--- src/rtl/alu_pkg.sv ---
`default_nettype none
// ============================================================================
// alu_pkg : opcode and FSM state encodings shared by iter_alu and alu_core
// Rev 1.0
// ============================================================================
package alu_pkg;

  localparam logic [3:0] OP_AND = 4'b0000;
  localparam logic [3:0] OP_OR  = 4'b0001;
  localparam logic [3:0] OP_ADD = 4'b0010;
  localparam logic [3:0] OP_SUB = 4'b0110;
  localparam logic [3:0] OP_SLT = 4'b0111;
  localparam logic [3:0] OP_NOR = 4'b1100;
  localparam logic [3:0] OP_MUL = 4'b1000;

  localparam logic [1:0] ST_IDLE = 2'd0;
  localparam logic [1:0] ST_MUL  = 2'd1;
  localparam logic [1:0] ST_DONE = 2'd2;

endpackage
`default_nettype wire

--- src/rtl/alu_core.sv ---
`default_nettype none
// ============================================================================
// alu_core : combinational single-cycle ALU ops and result flags
// Rev 1.0
// ============================================================================
module alu_core
  import alu_pkg::*;
#(
  parameter int WIDTH  = 64,
  parameter int MUL_EN = 1
) (
  input  logic [WIDTH-1:0] a_i,
  input  logic [WIDTH-1:0] b_i,
  input  logic [3:0]       op_i,
  output logic [WIDTH-1:0] res_o,
  output logic             zero_o,
  output logic             overflow_o,
  output logic             carry_o,
  output logic             illegal_o
);

  logic             sub;
  logic [WIDTH-1:0] b_eff;
  logic [WIDTH:0]   sum;
  logic             add_ovf;

  // ADD and SUB share one adder: SUB is A + ~B + 1
  assign sub     = (op_i == OP_SUB);
  assign b_eff   = sub ? ~b_i : b_i;
  assign sum     = {1'b0, a_i} + {1'b0, b_eff} + {{WIDTH{1'b0}}, sub};
  assign add_ovf = (a_i[WIDTH-1] == b_eff[WIDTH-1]) && (sum[WIDTH-1] != a_i[WIDTH-1]);

  always_comb begin
    res_o      = '0;
    overflow_o = 1'b0;
    carry_o    = 1'b0;
    illegal_o  = 1'b0;
    case (op_i)
      OP_AND: res_o = a_i & b_i;
      OP_OR:  res_o = a_i | b_i;
      OP_NOR: res_o = ~(a_i | b_i);
      OP_ADD, OP_SUB: begin
        res_o      = sum[WIDTH-1:0];
        overflow_o = add_ovf;
        carry_o    = sum[WIDTH];
      end
      OP_SLT: res_o[0] = ($signed(a_i) < $signed(b_i));
      // MUL is sequenced by the parent; here it only decides legality
      OP_MUL: illegal_o = (MUL_EN == 0);
      default: illegal_o = 1'b1;
    endcase
  end

  assign zero_o = (res_o == '0);

endmodule
`default_nettype wire

--- src/rtl/iter_alu.sv ---
`default_nettype none
// ============================================================================
// iter_alu : valid/ready ALU with single-cycle ops and iterative shift-add MUL
// Rev 1.0
// ============================================================================
module iter_alu
  import alu_pkg::*;
#(
  parameter int WIDTH  = 64,
  parameter int MUL_EN = 1
) (
  input  logic             clk,
  input  logic             rst_n,
  input  logic             in_valid,
  output logic             in_ready,
  input  logic [WIDTH-1:0] input0,
  input  logic [WIDTH-1:0] input1,
  input  logic [3:0]       alu_control,
  output logic             out_valid,
  input  logic             out_ready,
  output logic [WIDTH-1:0] res,
  output logic             zero,
  output logic             overflow,
  output logic             carry_out,
  output logic             illegal
);

  localparam int CW = $clog2(WIDTH);

  logic [1:0]         state_q, state_d;
  logic               accept, is_mul, mul_last;
  logic [WIDTH-1:0]   core_res;
  logic               core_zero, core_ovf, core_cout, core_illegal;
  logic [2*WIDTH-1:0] acc_q, mcand_q, acc_step;
  logic [WIDTH-1:0]   mplier_q;
  logic [CW-1:0]      cnt_q;
  logic [WIDTH-1:0]   res_q;
  logic               zero_q, ovf_q, cout_q, illegal_q;

  alu_core #(.WIDTH(WIDTH), .MUL_EN(MUL_EN)) u_core (
    .a_i        (input0),
    .b_i        (input1),
    .op_i       (alu_control),
    .res_o      (core_res),
    .zero_o     (core_zero),
    .overflow_o (core_ovf),
    .carry_o    (core_cout),
    .illegal_o  (core_illegal)
  );

  assign accept   = in_valid && in_ready;
  assign is_mul   = (MUL_EN != 0) && (alu_control == OP_MUL);
  assign mul_last = (cnt_q == CW'(WIDTH - 1));
  assign acc_step = mplier_q[0] ? (acc_q + mcand_q) : acc_q;

  always_ff @(posedge clk or negedge rst_n) begin
    if (!rst_n) state_q <= ST_IDLE;
    else        state_q <= state_d;
  end

  always_comb begin
    state_d = state_q;
    case (state_q)
      ST_IDLE, ST_DONE: begin
        if (accept)                                state_d = is_mul ? ST_MUL : ST_DONE;
        else if (state_q == ST_DONE && out_ready)  state_d = ST_IDLE;
      end
      ST_MUL:  if (mul_last) state_d = ST_DONE;
      default: state_d = ST_IDLE;
    endcase
  end

  always_comb begin
    in_ready  = (state_q == ST_IDLE) || (state_q == ST_DONE && out_ready);
    out_valid = (state_q == ST_DONE);
  end

  // Result registers change only on acceptance or MUL completion, so they hold under backpressure
  always_ff @(posedge clk or negedge rst_n) begin
    if (!rst_n) begin
      res_q     <= '0;
      zero_q    <= 1'b0;
      ovf_q     <= 1'b0;
      cout_q    <= 1'b0;
      illegal_q <= 1'b0;
      acc_q     <= '0;
      mcand_q   <= '0;
      mplier_q  <= '0;
      cnt_q     <= '0;
    end else if (accept) begin
      if (is_mul) begin
        acc_q    <= '0;
        mcand_q  <= {{WIDTH{1'b0}}, input0};
        mplier_q <= input1;
        cnt_q    <= '0;
      end else begin
        res_q     <= core_res;
        zero_q    <= core_zero;
        ovf_q     <= core_ovf;
        cout_q    <= core_cout;
        illegal_q <= core_illegal;
      end
    end else if (state_q == ST_MUL) begin
      acc_q    <= acc_step;
      mcand_q  <= mcand_q << 1;
      mplier_q <= mplier_q >> 1;
      cnt_q    <= cnt_q + 1'b1;
      if (mul_last) begin
        res_q     <= acc_step[WIDTH-1:0];
        zero_q    <= (acc_step[WIDTH-1:0] == '0);
        ovf_q     <= |acc_step[2*WIDTH-1:WIDTH];
        cout_q    <= 1'b0;
        illegal_q <= 1'b0;
      end
    end
  end

  assign res       = res_q;
  assign zero      = zero_q;
  assign overflow  = ovf_q;
  assign carry_out = cout_q;
  assign illegal   = illegal_q;

endmodule
`default_nettype wire

--- config.mk ---
export PLATFORM = sky130hd
export DESIGN_NAME = iter_alu
export DESIGN_NICKNAME = d
export VERILOG_FILES = /design/src/rtl/alu_pkg.sv /design/src/rtl/alu_core.sv /design/src/rtl/iter_alu.sv
export SDC_FILE = /design/constraint.sdc
export NUM_CORES = 2
export LEC_CHECK = 0
export CAP_MARGIN = 5
export CORE_ASPECT_RATIO = 0.5
export CORE_MARGIN = 4
export CORE_UTILIZATION = 35
export CTS_BUF_LIST = sky130_fd_sc_hd__clkbuf_4
export DETAILED_ROUTE_END_ITERATION = 7
export GPL_TIMING_DRIVEN = 0
export PLACE_DENSITY_LB_ADDON = 0.12
export SYNTH_ARGS = -nofsm -noshare
export SYNTH_HDL_FRONTEND = slang
export SYNTH_SLANG_ARGS = --single-unit
--- constraint.sdc ---
create_clock -name clk -period 5.29 [get_ports clk]
set_input_delay 1.058 -clock clk [delete_from_list [all_inputs] [get_ports clk]]
set_output_delay 1.058 -clock clk [all_outputs]
set_load 0.005 [all_outputs]
# ---- Word-level counts from Yosys, hierarchy flattened
# Cells that the tools add are included.
dict set report word_totals {
  regBits 396
  latch_bits 0
  ramBits 0
  romBits 0
  output_inout_bits 70
  elab_cells 93
  memories 0
}
dict set report op_classes {
  addsub 4
  multipliers 0
  n_div 0
  magnitude_cmp 1
  n_eq_ne 15
  n_shift 0
  muxes 42
  n_bitwise 4
  n_reduce_logical 17
}
# cell n
set op_table {}
lappend op_table {{$mux 128} 7}
lappend op_table {{$mux 64} 8}
lappend op_table {{$pmux 63 s4} 1}
lappend op_table {{$add 128x128->128} 1}
lappend op_table {{$logic_not 64->1} 2}
lappend op_table {{$not 64->64} 2}
lappend op_table {{$add 64x64->65} 1}
lappend op_table {{$add 65x1->65} 1}
lappend op_table {{$and 64x64->64} 1}
lappend op_table {{$lt 64x64->1} 1}
lappend op_table {{$or 64x64->64} 1}
lappend op_table {{$reduce_or 64->1} 1}
lappend op_table {{$mux 6} 3}
lappend op_table {{$mux 1} 17}
lappend op_table {{$eq 4x3->1 const B} 2}
lappend op_table {{$eq 4x4->1 const B} 2}
lappend op_table {{$mux 2} 4}
lappend op_table {{$add 6x1->6 const B} 1}
lappend op_table {{$eq 6x6->1 const B} 1}
lappend op_table {{$reduce_or 6->1} 1}
lappend op_table {{$pmux 1 s5} 1}
lappend op_table {{$eq 4x1->1 const B} 1}
lappend op_table {{$eq 4x2->1 const B} 1}
lappend op_table {{$logic_not 4->1} 1}
lappend op_table {{15 further kinds} 21}

# ---- Depth between registers and ports, before layout
dict set report logic_depth {
  ltp_word 9
  ltp_mapped 21
  ltp_nobuf 18
}

# ---- Modules after synthesis
# A second synthesis with hierarchy kept.
dict set report hier_totals {
  cells_unflattened 4852
  hier_area_um2 37802.5
}
# mod instances cells_per_inst area_each_um2 seq_area_each_um2
set modules_own_cells {}
lappend modules_own_cells {iter_alu 1 3414 27655.3 9909.5}
lappend modules_own_cells {alu_core 1 1438 10147.2 0.0}

# ---- Worst setup path after synthesis
# No wires, ideal clock.
dict set report synth_path {
  kind {input -> register}
  from {input port alu_control[2]}
  to {register zero_q (netlist: zero)}
  setup_ps 67
  t_arrival_ps 5706
  t_required_ps 5223
  slack_ps -483
  stages 20
  path_buffers 3
  path_cell_list {buf_2 and4bb_2 clkbuf_1 clkbuf_1 mux2i_1 fa_1 nand3b_1 a211oi_1 o211ai_1 a2111oi_2 nor2_1 o41ai_1 a31oi_1 xnor2_1 a221oi_1 and4_1 and4_1 nand4_1 nor4_1 a221o_1}
}
dict set report synth_between {
  elab_chain_cells 8
}
# item line_no
set synth_rtl {}
lappend synth_rtl {{start: declaration} iter_alu.sv:18} ;# input logic [3:0] alu_control,
lappend synth_rtl {{$eq 4x3->1} {alu_core.sv:28, alu_core.sv:38}}
lappend synth_rtl {{$mux 64} alu_core.sv:29} ;# assign b_eff = sub ? ~b_i : b_i;
lappend synth_rtl {{$add 64x64->65} alu_core.sv:30} ;# assign sum = {1'b0, a_i} + {1'b0, b_eff} + {{WIDTH{1'b0}}, sub};
lappend synth_rtl {{$add 65x1->65} alu_core.sv:30}
lappend synth_rtl {{$pmux 1 s5 / $pmux 63 s4 (equally long branches)} alu_core.sv:38} ;# case (op_i)
lappend synth_rtl {{$logic_not 64->1} alu_core.sv:54} ;# assign zero_o = (res_o == '0);
lappend synth_rtl {{$mux 1} iter_alu.sv:91} ;# if (is_mul) begin
lappend synth_rtl {{$mux 1} iter_alu.sv:90} ;# end else if (accept) begin
lappend synth_rtl {{end signal: assignment} iter_alu.sv:98} ;# zero_q <= core_zero;
lappend synth_rtl {{end signal: assignment} iter_alu.sv:110} ;# zero_q <= (acc_step[WIDTH-1:0] == '0);
lappend synth_rtl {{end: declaration} iter_alu.sv:38} ;# logic zero_q, ovf_q, cout_q, illegal_q;
# Parallel ways exist; a longest one is shown, timed or not. The select of a mux whose other input is x is not followed.
# A chain may end at the register's enable or synchronous reset.

# ---- Worst setup path after layout
dict set report layout_path {
  from {register mcand_q[56]}
  to {register ovf_q (netlist: overflow)}
}
dict set report layout_between {
  elab_chain_cells 6
}
# item line_no
set layout_rtl {}
lappend layout_rtl {{start: declaration} iter_alu.sv:34} ;# logic [2*WIDTH-1:0] acc_q, mcand_q, acc_step;
lappend layout_rtl {{start signal: assignment} iter_alu.sv:93} ;# mcand_q <= {{WIDTH{1'b0}}, input0};
lappend layout_rtl {{start signal: assignment} iter_alu.sv:105} ;# mcand_q <= mcand_q << 1;
lappend layout_rtl {{$add 128x128->128} iter_alu.sv:54} ;# assign acc_step = mplier_q[0] ? (acc_q + mcand_q) : acc_q;
lappend layout_rtl {{$mux 128} iter_alu.sv:54}
lappend layout_rtl {{$reduce_or 64->1} iter_alu.sv:111} ;# ovf_q <= |acc_step[2*WIDTH-1:WIDTH];
lappend layout_rtl {{$mux 1} iter_alu.sv:108} ;# if (mul_last) begin
lappend layout_rtl {{$mux 1} iter_alu.sv:103} ;# end else if (state_q == ST_MUL) begin
lappend layout_rtl {{$mux 1} iter_alu.sv:90}
lappend layout_rtl {{end signal: assignment} iter_alu.sv:99} ;# ovf_q <= core_ovf;
lappend layout_rtl {{end signal: assignment} iter_alu.sv:111}
lappend layout_rtl {{end: declaration} iter_alu.sv:38}
# No other way between the ends. The select of a mux whose other input is x is not followed.

==> impl_metrics.json <==
{
  "crit_type": "flip-flop to flip-flop",
  "initial_core_util_pct": 35.5,
  "timing.final.crit_share_pct": 101,
  "start_kind": "flip-flop",
  "min_from": "mplier_q[18]$_DFFE_PN0P_",
  "r2r_cells": 14,
  "tightest_slew_ns": 1.37,
  "finalSetupViolCount": 1,
  "synth-seq-cells": 396,
  "whs_path_depth": 2,
  "min_to": "mplier_q[18]$_DFFE_PN0P_",
  "clock_sinks": 396,
  "wl_met2_um": 79000,
  "ys_seq_area_share_pct": 26.4,
  "wirelength_um": 189000,
  "vias": 40500,
  "grt_max_degree": 115,
  "syn_nets": 5416,
  "grt.overflow.total": 0,
  "fin_crit_ns": 5.36,
  "yosysUniqueCellTypes": 115,
  "grt_pass1_vias": 38500,
  "path_common_cell": "o21ai_0",
  "drc": 0,
  "power_density_mw_per_mm2": 514,
  "ios": 206,
  "cts_tree": "built",
  "h-tree-depth": 3,
  "crit_chain": "ha_1 -> nand2_1 -> o21ai_0 -> a21o_1 -> a211oi_1 -> o21ai_0 -> a21oi_1 -> o31ai_1 -> o311ai_0 -> a2111o_1 -> nor4_1 -> nand4_1 -> nor2_4 -> nor2_1",
  "layout_commonest_cell": "nand2_1",
  "hold_viol": 0,
  "drt_iter0_markers": 4488,
  "clkLatencyLatePin_ns": 1.08,
  "rows": 84,
  "mostFrequentLayoutCells": "nand2_1, a21oi_1, o21ai_0",
  "core_area_sq_mm": 0.106,
  "max_cap_violations": 0,
  "hpwlAfterDp_um": 153000,
  "port_buffers": 204,
  "max_stage_delay_ns": 0.65,
  "p_sw_mw": 12.2,
  "cts_buffers": 104,
  "netlist_area_sq_mm": 0.0375,
  "slew_headroom_pct": 8.39,
  "synth_area_per_cell_sq_um": 7.68,
  "ys_async_sr_fraction_pct": 100,
  "finalInstanceArea_sq_mm": 0.0438,
  "cp-end-kind": "flip-flop",
  "worstPathMaxFanout": 6,
  "drive_gt1_share_pct": 8.15,
  "combPwrFrac_pct": 61.7,
  "slowest_stage": "o31ai_1",
  "r2r_end": "overflow$_DFFE_PN0P_",
  "max_clock_freq_mhz": 187,
  "postRouteAntennaNets": 0,
  "vias_per_cell": 6.04,
  "fin_ws_ns": -0.0668,
  "dieArea_sq_mm": 0.113,
  "worst-path-buf-inv": 0,
  "die_w_um": 471,
  "intPower_mw": 10.3,
  "path_clk_slew_ns": 0.07,
  "area_delta_synth_final_pct": 17.0,
  "wl_per_cell_um": 28.1,
  "fin_skew_ns": 0.0953,
  "fin_nets": 5757,
  "cts_buffer_depth": 3,
  "status": "complete, but fails checks",
  "p_leak_nw": 19.1,
  "min_path_type": "flip-flop to flip-flop",
  "grt_first_pass_wirelength_um": 271000,
  "placed_area_sq_mm": 0.0416,
  "drtPass1Iterations": 5,
  "setup_tns_ns": -0.0668,
  "critPathTopFamily": "compound AO/OA/AOI/OAI gates",
  "root_buffer": "clkbuf_4",
  "p_seq_share_pct": 25.6,
  "violations": "negative setup slack",
  "yosysWarnings": 0,
  "swShare_pct": 54.1,
  "met3WireLength_um": 14300,
  "dp_worst_setup_slack_ns": -2.52,
  "reg2reg_slack_ns": -0.07,
  "arrival_ns": 6.29,
  "wl_met1_um": 90100,
  "finalMaxSlewViolations": 0,
  "top_layer": "met5",
  "grt.total_usage_pct": 32.5,
  "crit_required_ns": 6.22,
  "antenna_found_initial": 12,
  "synth_edf_count": 0,
  "synthCells": 4880,
  "rr_startpoint": "mcand_q[56]$_DFFE_PN0P_",
  "globalplace.congestion": 1.01,
  "ir_worst_vdd_uv": 263,
  "p_clk_share_pct": 12.7,
  "synth-main-ff-cell": "dfrtp_1",
  "die_h_um": 239
}
## worst min-delay path: cells and delay by family, from the launching register on
kind             cells  cell delay [ns]
DFF                  1             0.34
and+or+nand+nor      2             0.11
## power groups by stage
stage / logic [mW] / clock network (mW) / registers (mW)
3_5_place_dp: 13.2 / 0 / 5.76
4_1_cts: 13.4 / 2.93 / 5.72
3_3_place_gp: 13.0 / 0 / 5.75
6_report: 13.9 / 2.86 / 5.77
5_1_grt: 15.0 / 3.08 / 5.88
2_1_floorplan: 8.46 / 0 / 5.12
## through the flow
step           power, mW  std cells  util (%)  hold WS (ns)
6_report            22.5       6715      41.5         0.474
5_1_grt             23.9       6713      41.5         0.499
4_1_cts             22.1       6697      41.3         0.478
3_5_place_dp        18.9       6512      39.4         0.462
3_3_place_gp        18.8       6503      39.2         0.457
2_1_floorplan       13.6       4880         -         0.446
## cell families after synthesis
logic type,Yosys count,share of synthesized area [%]
AO/OA/AOI/OAI,1526,26.2
XOR/XNOR,218,5.09
flip-flops,396,26.4
AND/OR/NAND/NOR,1756,21.4
multiplexers,76,2.06
buffers and inverters,508,5.47
adder cells (fa/ha/maj),400,13.4
## worst max path at each step
stage / from / end / slack [ns] / cells past startpoint
CTS: mcand_q[0]$_DFFE_PN0P_ / overflow$_DFFE_PN0P_ / 0.04 / 16
finish: mcand_q[56]$_DFFE_PN0P_ / overflow$_DFFE_PN0P_ / -0.07 / 14
floorplan: alu_control[2] / zero$_DFFE_PN0P_ / -0.03 / 20
global route: mcand_q[0]$_DFFE_PN0P_ / overflow$_DFFE_PN0P_ / -0.02 / 16
detailed placement: alu_control[3] / zero$_DFFE_PN0P_ / -2.52 / 20
global placement: rst_n / res[62]$_DFFE_PN0P_ / -15.71 / 1
## synthesized netlist by cell type (all sizes together), types with 9 or more instances
cell type	number	area share (%)
and4	20	0.49
nor4	52	0.88
nor3	73	0.99
o21a	29	0.58
inv	205	2.1
o21bai	48	0.96
ha	398	13
mux2i	66	1.8
nand2	779	7.8
a221o	33	0.88
a21boi	10	0.21
or3	24	0.40
a2111oi	10	0.28
clkbuf	249	2.6
and2	15	0.26
or2	11	0.18
nor2	376	3.8
a221oi	62	1.5
buf	54	0.79
and3	21	0.35
o211ai	18	0.36
or4	10	0.21
xnor2	171	4.0
o311ai	11	0.28
mux2	10	0.30
xor2	47	1.1
nand3	161	2.2
a31oi	36	0.60
nand2b	24	0.40
a22oi	133	2.7
nor2b	17	0.28
a21oi	415	5.6
dfrtp	396	26
a21o	86	1.7
a211oi	42	0.91
o2111ai	9	0.23
o31ai	32	0.72
nand4	128	2.1
a22o	13	0.30
o21ai	445	6.0
o41ai	10	0.32
## state kept, by name (all words and copies together) (netlist names)
name	cells
carry_out	1
state_q	2
res	64
overflow	1
zero	1
illegal	1
cnt_q	6
mcand_q	128
mplier_q	64
acc_q	128
## cell type report
| cell class | count | area (sq um) |
|---|---|---|
| inverter | 205 | 769 |
| buffer | 296 | 1380 |
| tap | 1419 | 1780 |
| multi-input combinational | 3976 | 26300 |
| sequential | 396 | 9910 |
| fill | 11100 | 61800 |
| clock buffer | 143 | 1070 |
| clock inverter | 30 | 189 |
| antenna | 8 | 20.0 |
| timing repair buffer | 242 | 2450 |
## what timing repair did
action,in CTS,in global routing
setup buffers,17,11
endpoints found under the hold margin,5,0
endpoints found under the setup margin,28,3
pin swaps,29,19
hold buffers,1,0
gates resized for setup,115,39
## layer usage
metal  track usage, %  up-vias
met1             48.0    20200
met3             5.50      283
met5                0        -
met4             8.99        6
li1                 -    18400
met2             48.6     1665
Power figures use the tool's default switching activity.
